<file path="config.mk">
export PLATFORM = sky130hd
export DESIGN_NAME = instr_encoder
export DESIGN_NICKNAME = d
export VERILOG_FILES = /design/src/rtl/mips_pkg.sv /design/src/rtl/instr_encoder_pack.sv /design/src/rtl/instr_encoder.sv
export SDC_FILE = /design/constraint.sdc
export NUM_CORES = 1
export LEC_CHECK = 0
export ABC_AREA = 1
export CORE_MARGIN = 2
export CORE_UTILIZATION = 45
export CTS_BUF_LIST = sky130_fd_sc_hd__clkbuf_4
export CTS_CLUSTER_DIAMETER = 100
export CTS_CLUSTER_SIZE = 24
export DETAILED_ROUTE_END_ITERATION = 16
export GPL_TIMING_DRIVEN = 0
export PLACE_DENSITY = 0.85
export SKIP_CTS_REPAIR_TIMING = 1
export SLEW_MARGIN = 20
export SYNTH_ARGS = -nofsm -noshare
export SYNTH_HDL_FRONTEND = slang
export SYNTH_HIERARCHICAL = 1
export SYNTH_SLANG_ARGS = --single-unit
export TNS_END_PERCENT = 30
</file>
<file path="constraint.sdc">
create_clock -name clk -period 3.6 [get_ports clk]
set_input_delay 0.72 -clock clk [delete_from_list [all_inputs] [get_ports clk]]
set_output_delay 0.72 -clock clk [all_outputs]
set_load 0.1 [all_outputs]
</file>
<file path="src/rtl/mips_pkg.sv">
// Shared MIPS encodings: opcode/funct constants, request kinds, encoder states.
package mips_pkg;

    localparam logic [5:0] OP_RTYPE = 6'b000000;
    localparam logic [5:0] OP_LW    = 6'b100011;
    localparam logic [5:0] OP_SW    = 6'b101011;
    localparam logic [5:0] OP_BEQ   = 6'b000100;
    localparam logic [5:0] OP_ADDI  = 6'b001000;
    localparam logic [5:0] OP_J     = 6'b000010;

    localparam logic [5:0] F_ADD = 6'b100000;
    localparam logic [5:0] F_SUB = 6'b100010;
    localparam logic [5:0] F_AND = 6'b100100;
    localparam logic [5:0] F_OR  = 6'b100101;
    localparam logic [5:0] F_SLT = 6'b101010;

    typedef enum logic [3:0] {
        K_ADD  = 4'd0,
        K_SUB  = 4'd1,
        K_AND  = 4'd2,
        K_OR   = 4'd3,
        K_SLT  = 4'd4,
        K_LW   = 4'd5,
        K_SW   = 4'd6,
        K_BEQ  = 4'd7,
        K_ADDI = 4'd8,
        K_J    = 4'd9
    } instr_kind_t;

    typedef enum logic [2:0] {
        S_IDLE   = 3'd0,
        S_ACCEPT = 3'd1,
        S_WRITE  = 3'd2,
        S_DONE   = 3'd3,
        S_FULL   = 3'd4
    } enc_state_t;

endpackage

</file>
<file path="src/rtl/instr_encoder_pack.sv">
// Combinational packer: symbolic request fields -> 32-bit MIPS word.
module instr_pack
    import mips_pkg::*;
(
    input  logic [3:0]  kind,
    input  logic [4:0]  rs,
    input  logic [4:0]  rt,
    input  logic [4:0]  rd,
    input  logic [15:0] imm,
    input  logic [25:0] target,
    output logic [31:0] word,
    output logic        illegal
);

    instr_kind_t k;
    assign k = instr_kind_t'(kind);

    // Select layout by kind; unknown codes produce a zero word and flag illegal.
    always_comb begin
        word    = 32'h0;
        illegal = 1'b0;
        case (k)
            K_ADD:   word = {OP_RTYPE, rs, rt, rd, 5'd0, F_ADD};
            K_SUB:   word = {OP_RTYPE, rs, rt, rd, 5'd0, F_SUB};
            K_AND:   word = {OP_RTYPE, rs, rt, rd, 5'd0, F_AND};
            K_OR:    word = {OP_RTYPE, rs, rt, rd, 5'd0, F_OR};
            K_SLT:   word = {OP_RTYPE, rs, rt, rd, 5'd0, F_SLT};
            K_LW:    word = {OP_LW,   rs, rt, imm};
            K_SW:    word = {OP_SW,   rs, rt, imm};
            K_BEQ:   word = {OP_BEQ,  rs, rt, imm};
            K_ADDI:  word = {OP_ADDI, rs, rt, imm};
            K_J:     word = {OP_J, target};
            default: illegal = 1'b1;
        endcase
    end

endmodule

</file>
<file path="src/rtl/instr_encoder.sv">
// Sequential instruction encoder: accepts requests, writes packed words to
// consecutive instruction-memory addresses.
//
// state  | meaning
// IDLE   | after reset, waits for start
// ACCEPT | req_ready=1, waiting for a request transfer
// WRITE  | one-cycle write of the registered word
// DONE   | last word written, holding until start
// FULL   | DEPTH words written without last, holding until start
module instr_encoder
    import mips_pkg::*;
#(
    parameter int ADDR_W = 6,
    parameter int DEPTH  = 64
) (
    input  logic              clk,
    input  logic              reset_n,
    input  logic              start,
    input  logic              req_valid,
    output logic              req_ready,
    input  logic [3:0]        req_kind,
    input  logic [4:0]        req_rs,
    input  logic [4:0]        req_rt,
    input  logic [4:0]        req_rd,
    input  logic [15:0]       req_imm,
    input  logic [25:0]       req_target,
    input  logic              req_last,
    output logic              imem_we,
    output logic [ADDR_W-1:0] imem_addr,
    output logic [31:0]       imem_wd,
    output logic [ADDR_W:0]   count,
    output logic              done,
    output logic              full,
    output logic              err
);

    localparam logic [ADDR_W:0] DEPTH_C = (ADDR_W+1)'(DEPTH);

    enc_state_t      state;
    logic            we_q;
    logic            last_q;
    logic [31:0]     pack_word;
    logic            pack_illegal;
    logic [ADDR_W:0] count_inc;

    instr_pack u_pack (
        .kind    (req_kind),
        .rs      (req_rs),
        .rt      (req_rt),
        .rd      (req_rd),
        .imm     (req_imm),
        .target  (req_target),
        .word    (pack_word),
        .illegal (pack_illegal)
    );

    assign count_inc = count + 1'b1;

    // A start or reset seen during WRITE suppresses the pending strobe in that same cycle.
    assign imem_we = we_q & ~start & reset_n;

    // Encoder FSM with registered handshake, write and status outputs.
    always_ff @(posedge clk) begin
        if (!reset_n) begin
            state     <= S_IDLE;
            req_ready <= 1'b0;
            we_q      <= 1'b0;
            last_q    <= 1'b0;
            imem_addr <= '0;
            imem_wd   <= 32'h0;
            count     <= '0;
            done      <= 1'b0;
            full      <= 1'b0;
            err       <= 1'b0;
        end else if (start) begin
            state     <= S_ACCEPT;
            req_ready <= 1'b1;
            we_q      <= 1'b0;
            imem_addr <= '0;
            count     <= '0;
            done      <= 1'b0;
            full      <= 1'b0;
            err       <= 1'b0;
        end else begin
            case (state)
                S_ACCEPT: begin
                    if (req_valid) begin
                        if (pack_illegal) begin
                            err <= 1'b1;
                        end else begin
                            imem_wd   <= pack_word;
                            last_q    <= req_last;
                            we_q      <= 1'b1;
                            req_ready <= 1'b0;
                            state     <= S_WRITE;
                        end
                    end
                end
                S_WRITE: begin
                    we_q      <= 1'b0;
                    imem_addr <= imem_addr + 1'b1;
                    count     <= count_inc;
                    if (last_q) begin
                        done  <= 1'b1;
                        state <= S_DONE;
                    end else if (count_inc == DEPTH_C) begin
                        full  <= 1'b1;
                        state <= S_FULL;
                    end else begin
                        req_ready <= 1'b1;
                        state     <= S_ACCEPT;
                    end
                end
                default: ;
            endcase
        end
    end

endmodule

</file>
Word-level counts from Yosys, hierarchy flattened
Cells that the tools add are included.
{ "word_totals": {"register_bits": 54, "input_bits": 66, "output_inout_bits": 50} }
{ "classes": {"addsub": 2, "reduce_logical": 12, "muxes": 16, "bitwise_logic": 6, "eq_ne": 18} }
{ "op_table": {"columns": ["operator", "n"], "rows": [
  ["$pmux 32 s10", 1],
  ["$eq 4x3->1 const B", 4],
  ["$mux 3", 4],
  ["$ne 3x3->1 const B", 4],
  ["$reduce_and 3->1", 4],
  ["$reduce_or 10->1", 1],
  ["$eq 4x2->1 const B", 2],
  ["$eq 4x4->1 const B", 2],
  ["$mux 1", 8],
  ["$add 7x1->7 const B", 1],
  ["$eq 7x7->1 const B", 1],
  ["$add 6x1->6 const B", 1],
  ["$pmux 3 s2", 1],
  ["$reduce_and 5->1", 1],
  ["$eq 4x1->1 const B", 1],
  ["$logic_not 4->1", 1],
  ["$ne 2x2->1 const B", 2],
  ["$not 1->1", 4],
  ["$pmux 1 s2", 2],
  ["$reduce_and 4->1", 1],
  ["$eq 3x1->1 const B", 1],
  ["$eq 3x2->1 const B", 1],
  ["$reduce_bool 3->1", 1],
  ["$and 1x1->1", 2],
  ["3 further kinds", 3]
]} }

Depth between registers and ports, before layout
{ "depth": {"word_depth": 6, "mapped_depth": 10, "depth_no_buf": 10} }

Modules after synthesis
The synthesis kept the hierarchy.
{ "by_module_without_submodules": {"columns": ["module", "cells_each", "instances", "seq_area_each_um2", "area_each_um2"], "rows": [
  ["instr_encoder", 285, 1, 1081.0, 2224.6],
  ["instr_pack", 121, 1, 0.0, 565.5]
]} }

Worst setup path after synthesis
Ideal clock, no wire load.
{ "synth_timing": {"path_kind": "input -> output", "startpoint": "input reset_n", "endpoint": "output imem_we", "path_buffers": 1, "slack_ns": 0.691, "required_time_ns": 2.880, "arrival_ns": 2.189, "stages": 3, "cell_sequence": "buf_4 inv_2 nor2_1"} }
{ "synth_via": {"elab_chain_cells": 1} }
{ "synth_lines": {"columns": ["element", "line", "text"], "rows": [
  ["start, declared", "instr_encoder.sv:17", "input logic reset_n,"],
  ["$and 1x1->1", "instr_encoder.sv:60", "assign imem_we = we_q & ~start & reset_n;"],
  ["end, declared", "instr_encoder.sv:28", "output logic imem_we,"]
]} }
No other way between the ends.

Worst setup path in the final report
{ "layout_timing": {"startpoint": "input start", "endpoint": "output imem_we"} }
{ "layout_via": {"elab_chain_cells": 3} }
{ "layout_lines": {"columns": ["element", "line", "text"], "rows": [
  ["start, declared", "instr_encoder.sv:18", "input logic start,"],
  ["$not 1->1 (no line)", null, null],
  ["$and 1x1->1 (2 in a row)", "instr_encoder.sv:60", null]
]} }
No other way between the ends.

==> impl_metrics.sql <==
INSERT INTO impl_metrics (metric_group, metric, value, unit) VALUES
('run_status', 'run_status', 'completed', ''),
('critical_path', 'regToRegEndpoint', 'req_ready', ''),
('pwr', 'irDropWorstVdd', '0.162', 'mV'),
('logic_synthesis', 'yosys_register_bits', '54', ''),
('floorplanning', 'die_h', '82.7', 'microns'),
('pwr', 'switching_power_share_of_the_total', '0.338', ''),
('critical_path', 'regToRegSetupSlack', '2.00', 'ns'),
('routing', 'postRouteAntennaNets', '0', ''),
('routing', 'via_per_inst', '4.94', ''),
('sta', 'period_share', '0.876', ''),
('critical_path', 'crit_path_cell_trace', 'clkdlybuf4s50_1 -> inv_1 -> nand2_1 -> nor2_1 -> dlymetal6s2s_1', ''),
('pwr', 'switching_power', '416', 'uW'),
('finish', 'area.growth.synth_to_final', '46.3', '%'),
('logic_synthesis', 'synth_area', '0.00279', 'sq mm'),
('floorplanning', 'fp-row-count', '28', ''),
('clock_network', 'clock_tree.buffer_depth', '2', ''),
('placement', 'placement.cell_area', '0.00403', 'sq mm'),
('hold_path', 'timing.hold.worst_endpoint', 'full', ''),
('critical_path', 'timing.setup.critical_path_class', 'in2out', ''),
('sta', 'slew_violations', '0', ''),
('critical_path', 'worst-path-max-fanout', '4', ''),
('pwr', 'pwr_density_cell', '301', 'mW/mm^2'),
('sta', 'final_worst_clock_skew', '0.00650', 'ns'),
('critical_path', 'rr_startpoint', 'count[0]', ''),
('clock_network', 'cts_tree', 'done', ''),
('finish', 'post-route-cell-area', '0.00408', 'sq mm'),
('critical_path', 'cp_data_required_time', '2.88', 'ns'),
('logic_synthesis', 'postSynthCellCount', '406', ''),
('routing', 'wirelength', '7720', 'microns'),
('logic_synthesis', 'yosys.area.top_type_share', '0.387', ''),
('floorplanning', 'die_width', '82.7', 'microns'),
('sta', 'timing.final.setup_violations', '0', ''),
('floorplanning', 'design.die.area', '0.00685', 'sq mm'),
('placement', 'gp_weighted_congestion', '0.851', ''),
('clock_network', 'htree_num_levels', '2', ''),
('finish', 'sequential_cell_area', '0.00108', 'sq mm'),
('flow_run', 'cap_violations', '0', ''),
('floorplanning', 'floorplan.initialDensity', '0.468', ''),
('floorplanning', 'ios', '116', ''),
('hold_path', 'timing.hold.worst.start', 'full', ''),
('pwr', 'cellLeakagePower', '1.83', 'nW'),
('finish', 'multi_input_area', '0.00140', 'sq mm'),
('sta', 'finalHoldWorstSlack', '0.464', 'ns'),
('clock_network', 'worst_setup_hold_path_clk_slew', '0.16', 'ns'),
('logic_synthesis', 'yosys.area.top_type', 'dfxtp_1', ''),
('hold_path', 'hold_path_class', 'reg2reg', ''),
('sta', 'fmax', '0.317', 'GHz'),
('finish', 'final_cells', '603', ''),
('grt', 'grt_antenna_before_repair', '0', ''),
('finish', 'drive_above_1_share', '0.104', ''),
('finish', 'diodes', '0', ''),
('critical_path', 'timing.critical_path.slowest_stage_cell', 'dlymetal6s2s_1', ''),
('finish', 'num-fill-cells', '510', ''),
('logic_synthesis', 'edff_count_synth', '0', ''),
('logic_synthesis', 'synth_cell_type_count', '34', ''),
('critical_path', 'timing.critical_path.max_delay_family', 'buffers and inverters', ''),
('critical_path', 'cpPeakStageDelay', '0.77', 'ns'),
('logic_synthesis', 'synth.top_cells.by_area', 'dfxtp_1 39%, nor2_1 11%, nand2_1 10%', ''),
('clock_network', 'clk-insertion-delay-late', '0.38', 'ns'),
('critical_path', 'critPathArrivalTime', '2.43', 'ns'),
('routing', 'via_count', '2980', ''),
('pwr', 'register_share_of_total_power', '0.509', ''),
('hold_path', 'hold_depth', '2', ''),
('sta', 'worst_pin_slew', '1.02', 'ns'),
('pwr', 'share_clk_of_total_power', '0.219', ''),
('logic_synthesis', 'yosysWarnings', '6', ''),
('critical_path', 'reg2reg_path_depth', '8', ''),
('placement', 'port_buf_inserts', '114', ''),
('grt', 'gr-usage-all-layers', '0.245', ''),
('floorplanning', 'core-area', '0.00596', 'sq mm'),
('placement', 'dpl_worst_slack', '0.0257', 'ns');
registers in the layout, summed over array words and instances, names as in the netlist, 3 cells and up:
name and flops:
count 7, imem_addr 6, imem_wd 32, state 3
per-stage QoR:
step                      utilization  total power [mW]
final                           0.685              1.23
after global placement          0.676             0.966
after detailed placement        0.676             0.971
after global routing            0.685              1.29
after CTS                       0.685              1.23
after floorplan                     -             0.842
layer usage:
metal | wire length (microns) | global-route usage | up-vias
li1 | - | - | 1526
met1 | 3240 | 0.279 | 1364
met2 | 3870 | 0.442 | 79
met3 | 480 | 0.0685 | 11
met4 | 132 | 0.0770 | 0
met5 | 0 | 0 | -
cell type report:
class | instances | area share
Buffer | 19 | 0.0340
Timing Repair Buffer | 114 | 0.280
Tap cell | 75 | 0.0230
Multi-Input combinational cell | 288 | 0.342
Inverter | 45 | 0.0426
Sequential cell | 54 | 0.265
Clock inverter | 3 | 0.00399
Clock buffer | 5 | 0.00920
cell families after synthesis:
family | count (synthesis) | share of synthesized area
and+or+nand+nor | 209 | 0.338
buffers and inverters | 64 | 0.112
DFF | 54 | 0.387
AOI/OAI and AO/OA | 73 | 0.142
adders and majority gates | 3 | 0.0135
other | 1 | 0.00134
xor gates and xnor gates | 2 | 0.00628
tightest hold or removal path, stage by stage, from the launching register on:
cell and delay [ns]:
dfxtp_1 0.34, inv_1 0.05, a21oi_1 0.05
cells in the final DEF (no fill, tap or decap), drive strengths merged:
cell / instances
a211oi: 1
a21oi: 15
buf: 16
nand4: 1
o21bai: 1
clkdlybuf4s50: 113
inv: 45
o21a: 2
clkinv: 2
o211ai: 3
nor4: 1
clkbuf: 8
conb: 1
dlymetal6s2s: 1
nand3: 33
dfxtp: 54
nor2: 91
nand3b: 1
clkinvlp: 1
ha: 3
nand2: 81
o21ai: 50
xor2: 2
a31oi: 1
nor3: 1
worst max-delay path by stage:
stage	cells after the start	to	from	slack (ns)
after floorplan	3	imem_we	reset_n	0.69
after global placement	5	imem_we	start	0.03
after detailed placement	5	imem_we	start	0.03
after CTS	5	imem_we	start	0.03
after global routing	5	imem_we	start	0.32
final	5	imem_we	start	0.45
power by group through the flow:
stage / logic [mW] / clock network, mW / registers (mW)
after floorplan: 0.0940 / 0 / 0.748
after global placement: 0.329 / 0 / 0.638
after detailed placement: 0.333 / 0 / 0.638
after CTS: 0.334 / 0.273 / 0.626
after global routing: 0.357 / 0.302 / 0.628
final: 0.334 / 0.270 / 0.626
Power figures use the tool's default switching activity.
